[src/rtl/quad_pkg.sv]
// quad_pkg: shared CPR default, FSM state type and A/B phase table for quadrature generator and decoder
package quad_pkg;
  localparam int CPR_DEF = 4000;
  typedef enum logic {IDLE, RUN} state_t;
  // AB pairs for position[1:0] = 3,2,1,0 (10, 11, 01, 00)
  localparam logic [7:0] PHASE_LUT = 8'b10_11_01_00;
  function automatic logic [1:0] phase_ab(input logic [1:0] p);
    return PHASE_LUT[{p, 1'b0} +: 2];
  endfunction
endpackage

[src/rtl/quad_gen_if.sv]
// quad_gen_if: command handshake channel (target position and step period) into quad_gen
interface quad_gen_if #(
  parameter int POS_W = 12,
  parameter int PER_W = 16
);
  logic             valid;
  logic             ready;
  logic [POS_W-1:0] target;
  logic [PER_W-1:0] period;
  modport master(output valid, target, period, input ready);
  modport slave(input valid, target, period, output ready);
endinterface

[src/rtl/quad_step_timer.sv]
// quad_step_timer: loadable down-counter whose terminal count (value 1) paces quadrature steps
module quad_step_timer #(
  parameter int W = 16
) (
  input  logic         clk,
  input  logic         reset_n,
  input  logic         clear,
  input  logic         load,
  input  logic         reload,
  input  logic [W-1:0] load_val,
  input  logic [W-1:0] period,
  output logic         tc
);
  logic [W-1:0] cnt;
  assign tc = cnt == W'(1);
  // clear beats load beats reload; otherwise count down and rest at zero
  always_ff @(posedge clk or negedge reset_n)
    if (!reset_n) cnt <= '0;
    else cnt <= clear ? '0 : load ? load_val : reload ? period : cnt == '0 ? cnt : cnt - 1'b1;
endmodule

[src/rtl/quad_gen.sv]
// quad_gen: quadrature A/B generator stepping toward a target on a CPR circle; index output Z with QUAD_GEN_INDEX_EN
module quad_gen import quad_pkg::*; #(
  parameter int CPR   = CPR_DEF,
  parameter int POS_W = 12,
  parameter int PER_W = 16
) (
  input  logic             clk,
  input  logic             reset_n,
  quad_gen_if.slave        cmd,
  input  logic             abort,
  output logic             A,
  output logic             B,
  output logic [POS_W-1:0] position,
  output logic             dir,
  output logic             busy,
  output logic             done,
  output logic             err
`ifdef QUAD_GEN_INDEX_EN
  ,
  output logic             Z
`endif
);
  localparam logic [POS_W-1:0] LAST = POS_W'(CPR - 1);
  state_t state, state_nx;
  logic [POS_W-1:0] tgt, pos_nx, end_tgt;
  logic [PER_W-1:0] per, p1, load_val;
  logic [31:0] df;
  logic accept, bad, same, go, fwd, step_dir, step, arrive, tc;
  // Command decode, shortest-way direction and next position; a period of 1 steps on the accept edge itself
  always_comb begin
    p1 = cmd.period == '0 ? PER_W'(1) : cmd.period;
    load_val = p1 == PER_W'(1) ? PER_W'(1) : p1 - 1'b1;
    accept = cmd.valid & cmd.ready;
    bad = 32'(cmd.target) >= 32'(CPR);
    same = cmd.target == position;
    go = accept & ~bad & ~same;
    df = cmd.target >= position ? 32'(cmd.target) - 32'(position) : 32'(cmd.target) + 32'(CPR) - 32'(position);
    fwd = df <= 32'(CPR / 2);
    step_dir = state == IDLE ? fwd : dir;
    step = state == IDLE ? go & (p1 == PER_W'(1)) : tc & ~abort;
    pos_nx = !step ? position : step_dir ? (position == LAST ? '0 : position + 1'b1) : (position == '0 ? LAST : position - 1'b1);
    end_tgt = state == IDLE ? cmd.target : tgt;
    arrive = step & (pos_nx == end_tgt);
    state_nx = state == IDLE ? (go & ~arrive ? RUN : IDLE) : (abort | arrive ? IDLE : RUN);
  end
  quad_step_timer #(.W(PER_W)) u_timer (
    .clk      (clk),
    .reset_n  (reset_n),
    .clear    (state_nx == IDLE),
    .load     (go),
    .reload   (tc),
    .load_val (load_val),
    .period   (per),
    .tc       (tc)
  );
  // FSM, position and all outputs update on one edge so A/B/Z can never disagree with position
  always_ff @(posedge clk or negedge reset_n)
    if (!reset_n) begin
      state <= IDLE;
      position <= '0;
      {A, B} <= 2'b00;
      dir <= 1'b1;
      busy <= 1'b0;
      done <= 1'b0;
      err <= 1'b0;
      cmd.ready <= 1'b0;
      tgt <= '0;
      per <= PER_W'(1);
`ifdef QUAD_GEN_INDEX_EN
      Z <= 1'b1;
`endif
    end else begin
      state <= state_nx;
      position <= pos_nx;
      {A, B} <= phase_ab(pos_nx[1:0]);
      busy <= state_nx == RUN;
      cmd.ready <= state_nx == IDLE;
      done <= (accept & same) | arrive;
      err <= accept & bad;
`ifdef QUAD_GEN_INDEX_EN
      Z <= pos_nx == '0;
`endif
      if (go) begin
        tgt <= cmd.target;
        per <= p1;
        dir <= fwd;
      end
    end
endmodule
[src/flat_wrapper.sv]
// flat-port wrapper written by rule: the top's interface ports become plain ports
module quad_gen_flat import quad_pkg::*;
#(
  parameter int CPR   = CPR_DEF,
  parameter int POS_W = 12,
  parameter int PER_W = 16
)
  (clk, reset_n, abort, A, B, position, dir, busy, done, err, cmd_valid, cmd_target, cmd_period, cmd_ready);
  quad_gen_if #(.POS_W(POS_W), .PER_W(PER_W)) cmd_i ();
  input  logic clk;
  input  logic reset_n;
  input  logic abort;
  output logic A;
  output logic B;
  output logic [POS_W-1:0] position;
  output logic dir;
  output logic busy;
  output logic done;
  output logic err;
  input wire logic [$bits(cmd_i.valid)-1:0] cmd_valid;
  input wire logic [$bits(cmd_i.target)-1:0] cmd_target;
  input wire logic [$bits(cmd_i.period)-1:0] cmd_period;
  output wire logic [$bits(cmd_i.ready)-1:0] cmd_ready;
  assign cmd_i.valid = cmd_valid;
  assign cmd_i.target = cmd_target;
  assign cmd_i.period = cmd_period;
  assign cmd_ready = cmd_i.ready;
  quad_gen #(.CPR(CPR), .POS_W(POS_W), .PER_W(PER_W)) u_core (.clk(clk), .reset_n(reset_n), .cmd(cmd_i), .abort(abort), .A(A), .B(B), .position(position), .dir(dir), .busy(busy), .done(done), .err(err));
endmodule
[config.mk]
export PLATFORM = sky130hd
export DESIGN_NAME = quad_gen_flat
export DESIGN_NICKNAME = d
export VERILOG_FILES = /design/src/rtl/quad_pkg.sv /design/src/rtl/quad_gen_if.sv /design/src/rtl/quad_step_timer.sv /design/src/rtl/quad_gen.sv /design/src/flat_wrapper.sv
export SDC_FILE = /design/constraint.sdc
export NUM_CORES = 1
export LEC_CHECK = 0
export CORE_MARGIN = 2
export CORE_UTILIZATION = 43
export DETAILED_ROUTE_END_ITERATION = 8
export PLACE_DENSITY = 0.61
export SLEW_MARGIN = 10
export SYNTH_ARGS = -nofsm -noshare
export SYNTH_HDL_FRONTEND = slang
export SYNTH_HIERARCHICAL = 1
export SYNTH_SLANG_ARGS = --single-unit
export TNS_END_PERCENT = 5
[constraint.sdc]
create_clock -name clk -period 8.11 [get_ports clk]
set_clock_uncertainty 0.15 [all_clocks]
set_input_delay 1.622 -clock clk [delete_from_list [all_inputs] [get_ports clk]]
set_output_delay 1.622 -clock clk [all_outputs]
set_load 0.02 [all_outputs]
==> summary.txt <==
STA
  • Hold Vio Cnt, Final: 0
  • Setup TNS: 0 ns
  • Fmax achieved: 138 MHz
  • Final period util: 89.6%
  • Final Critical Period: just over 7 ns
  • Worst-Margin Slew: 0.876 ns
  • Unrepaired setup endpoints after global routing: false
  • Headroom to the max-slew limit: 41.6%
  • Final Max Slew Viols: 0
  • Final setup violation count: 0

Min path
  • Hold-critical path endpoint: u_core/tgt[5]
  • Hold_sp: u_core/tgt[5]
  • Tightest Hold Check Type: flip-flop to flip-flop
  • Hold Path Stages: 2

Pwr
  • VDD IR max: 0.131 mV
  • Leakage: 2.95 nW
  • Total Power: 2.02 mW
  • Switching share of power: 45.9%
  • Clock power frac: 19.5%
  • Combinational share of power: 54.7%
  • Sequential Power Share: between 20% and 30%
  • PD cells: 279 nW/um^2
  • Int Pwr: 1.09 mW
  • Psw: 0.928 mW

Clock network
  • Num CTS Buffers: 9
  • Hold Buf Count CTS: 0
  • Clk pin slew, worst setup/hold paths: 0.06 ns
  • CTS sink count: 62
  • Clk_lat worst skew: between 0.3 and 0.4 ns
  • Clock Tree Root: clkbuf_16
  • CTS tree: done
  • Post-CTS Setup Bufs: 0
  • CTS Buffer Depth: 2
  • Resize count post-CTS: 0
  • H-tree levels: 3

Critical path
  • Worst Reg2Reg Path Length in Cells: 19
  • Flop2flop setup slack: 1.86 ns
  • WP data required: 8.13 ns
  • RR Startpoint: u_core/position[2]
  • Critical path launch point type: primary input
  • Critical path peak fanout: 14
  • R2r endpoint: u_core/u_timer/cnt[10]
  • CP Class: primary input to flip-flop
  • Worst EP arrival: 7.29 ns
  • Critical Path Sink Type: flip-flop

Finish
  • Sequential cell area: 1550 sq um
  • Final nets: 882
  • Final Util: 50.3%
  • Post-route design area: 7250 sq um
  • Share of cells above drive strength 1: between 10% and 20%
  • Most common cell after layout, fill and taps aside: nand2_1
  • Synth-to-Final Area Change: 15.1%
  • Commonest non-fill, non-tap cells in the layout: nand2_1, dfrtp_1, inv_1, nor2_1, clkdlybuf4s50_1
  • Ant diodes: 0
  • Multi-input gate area: around 4400 sq um
  • # fillers: 1406

Floorplanning
  • Die Span Y: 125 um
  • Die ar.: 15600 sq um
  • FP Rows: 44
  • Die W: 125 um
  • Starting Density: 43.7%
  • I/O pins: 51
  • Core ar.: roughly 14000 sq um

Synthesis
  • Synth Flop Type: dfrtp_1
  • Synth async-reset ratio: 100%
  • Biggest area consumer among synthesized cells: dfrtp_1
  • Post-synthesis sequential area ratio: 24.7%
  • Area contributors post-synth: dfrtp_1, ha_1, nand2_1
  • Number of enable flip-flop cells after synthesis: 0
  • Yosys warns: 6
  • Yosys cell types: 93
  • Post-Synthesis Cells: 773
  • Synth top area share: 23.8%
  • Post-Synthesis Cell Area: 6300 sq um
  • Synthesis-stage register bit count: 62
  • Syn Nets: 847
  • Avg Cell Area, Syn: between 8 and 9 sq um

Routing
  • WL per Instance: roughly 22 um
  • Final ANT Viol Nets: 0
  • Routed vias/inst: approximately 6.3
  • First drt pass iteration count: 5
  • Final wirelength: 21700 um
  • Via count: 6264
  • DRC viols: 0
  • Iteration-0 DRC count of the detailed router: 681

Global routing
  • All-Layer GR Usage: 27.4%
  • First-pass GRT wire length: 33800 um
  • Largest net degree at the start of global routing: 63
  • Initial antenna violation count: 0
  • Vias in the first global route: about 6000
  • Total gr overflow: 0

Placed design
  • Area after DPL: 6950 sq um
  • Routability Congestion: 1.06
  • I/O Buffers: 50
  • Post-DP HPWL: 16100 um

Flow run
  • Maxcap violations: 0

Run status
  • Status: completed
## state kept, by name, summed over array words and instances, names as in the netlist
name                flops
u_core/busy             1
u_core/err              1
u_core/position        12
u_core/dir              1
u_core/u_timer/cnt     16
u_core/cmd.ready        1
u_core/done             1
u_core/tgt             12
u_core/B                1
u_core/per             16
## logic make-up (layout without fill, tap and decap cells)
group	after synthesis	count (layout)	share of synthesized area, %
AO/OA/AOI/OAI	212	212	23.4
XOR/XNOR	42	42	5.84
adder cells (fa/ha/maj)	42	42	9.17
buffers and inverters	95	135	6.07
flip-flops	62	62	24.7
multiplexers	40	40	6.71
AND/OR/NAND/NOR	280	280	24.1
## cells in the mapped netlist, types with 5 or more instances
library cell,count
and3_1,8
or3_1,11
and2_1,9
dfrtp_1,60
nor3b_1,5
clkbuf_1,26
nor3_1,21
nand3_1,24
nor2b_1,8
ha_1,35
inv_1,53
a211oi_1,16
fa_1,7
o21ai_0,46
nor2_1,53
nor4_1,16
mux2_2,18
o22ai_1,8
and4_1,6
nand4_1,9
a22oi_1,8
o2111ai_1,5
xor2_1,16
mux2i_1,22
xnor2_1,26
or4_1,8
a21oi_1,40
o211ai_1,7
o31ai_1,5
a21o_1,5
nand2_1,70
buf_2,8
a31oi_1,10
## critical path, cell delays in order
cell	delay, ns
clkdlybuf4s50_1	0.47
or4_1	0.64
nor3_1	0.40
a31oi_1	0.21
inv_1	0.11
ha_1	0.17
or3b_2	0.49
nor4_2	0.27
nand4_2	0.20
nand2_2	0.20
o211a_1	0.16
nor2_1	0.04
or4_1	0.51
a211oi_1	0.24
o2111ai_1	0.15
a2111oi_1	0.45
nand4_1	0.21
o21ai_1	0.31
a21o_2	0.35
a211oi_1	0.08
## layer usage
metal	up-vias	routed length, um	GRT usage, %
li1	2937	-	-
met1	3015	10200	40.0
met2	275	9500	41.3
met3	37	1470	4.62
met4	0	516	8.82
met5	-	0	0
## stage by stage
step                      hold WS, ns  worst slack (ns)  std cells
after global routing            0.362             0.414        997
after detailed placement        0.320             0.614        981
final                           0.329             0.840        997
after CTS                       0.334             0.943        997
after global placement          0.315             0.794        981
after floorplan                 0.300              1.75        773
## power by group through the flow
| stage | registers [mW] | clock network, mW | logic, mW |
|---|---|---|---|
| detailed placement | 0.523 | 0 | 1.08 |
| global placement | 0.519 | 0 | 1.08 |
| finish | 0.521 | 0.395 | 1.11 |
| CTS | 0.518 | 0.403 | 1.09 |
| floorplan | 0.496 | 0 | 0.798 |
| global route | 0.536 | 0.418 | 1.20 |
## how the worst max path moves through the flow
stage / slack [ns] / startpoint / to
floorplan: 1.75 / cmd_period[8] / u_core/u_timer/cnt[10]
global placement: 0.79 / cmd_period[8] / u_core/u_timer/cnt[7]
detailed placement: 0.61 / cmd_period[8] / u_core/u_timer/cnt[5]
CTS: 0.94 / cmd_period[8] / u_core/u_timer/cnt[5]
global route: 0.41 / cmd_period[8] / u_core/u_timer/cnt[5]
finish: 0.84 / cmd_period[8] / u_core/u_timer/cnt[10]
## final cells by class
cell class | count | area share [%]
multi-input combinational | 616 | 60.2
clock buffer | 9 | 3.11
tap | 184 | 3.17
sequential | 62 | 21.4
timing repair buffer | 63 | 8.18
clock inverter | 7 | 1.02
inverter | 56 | 2.90
Note: power is estimated with default switching activity, not from simulation.
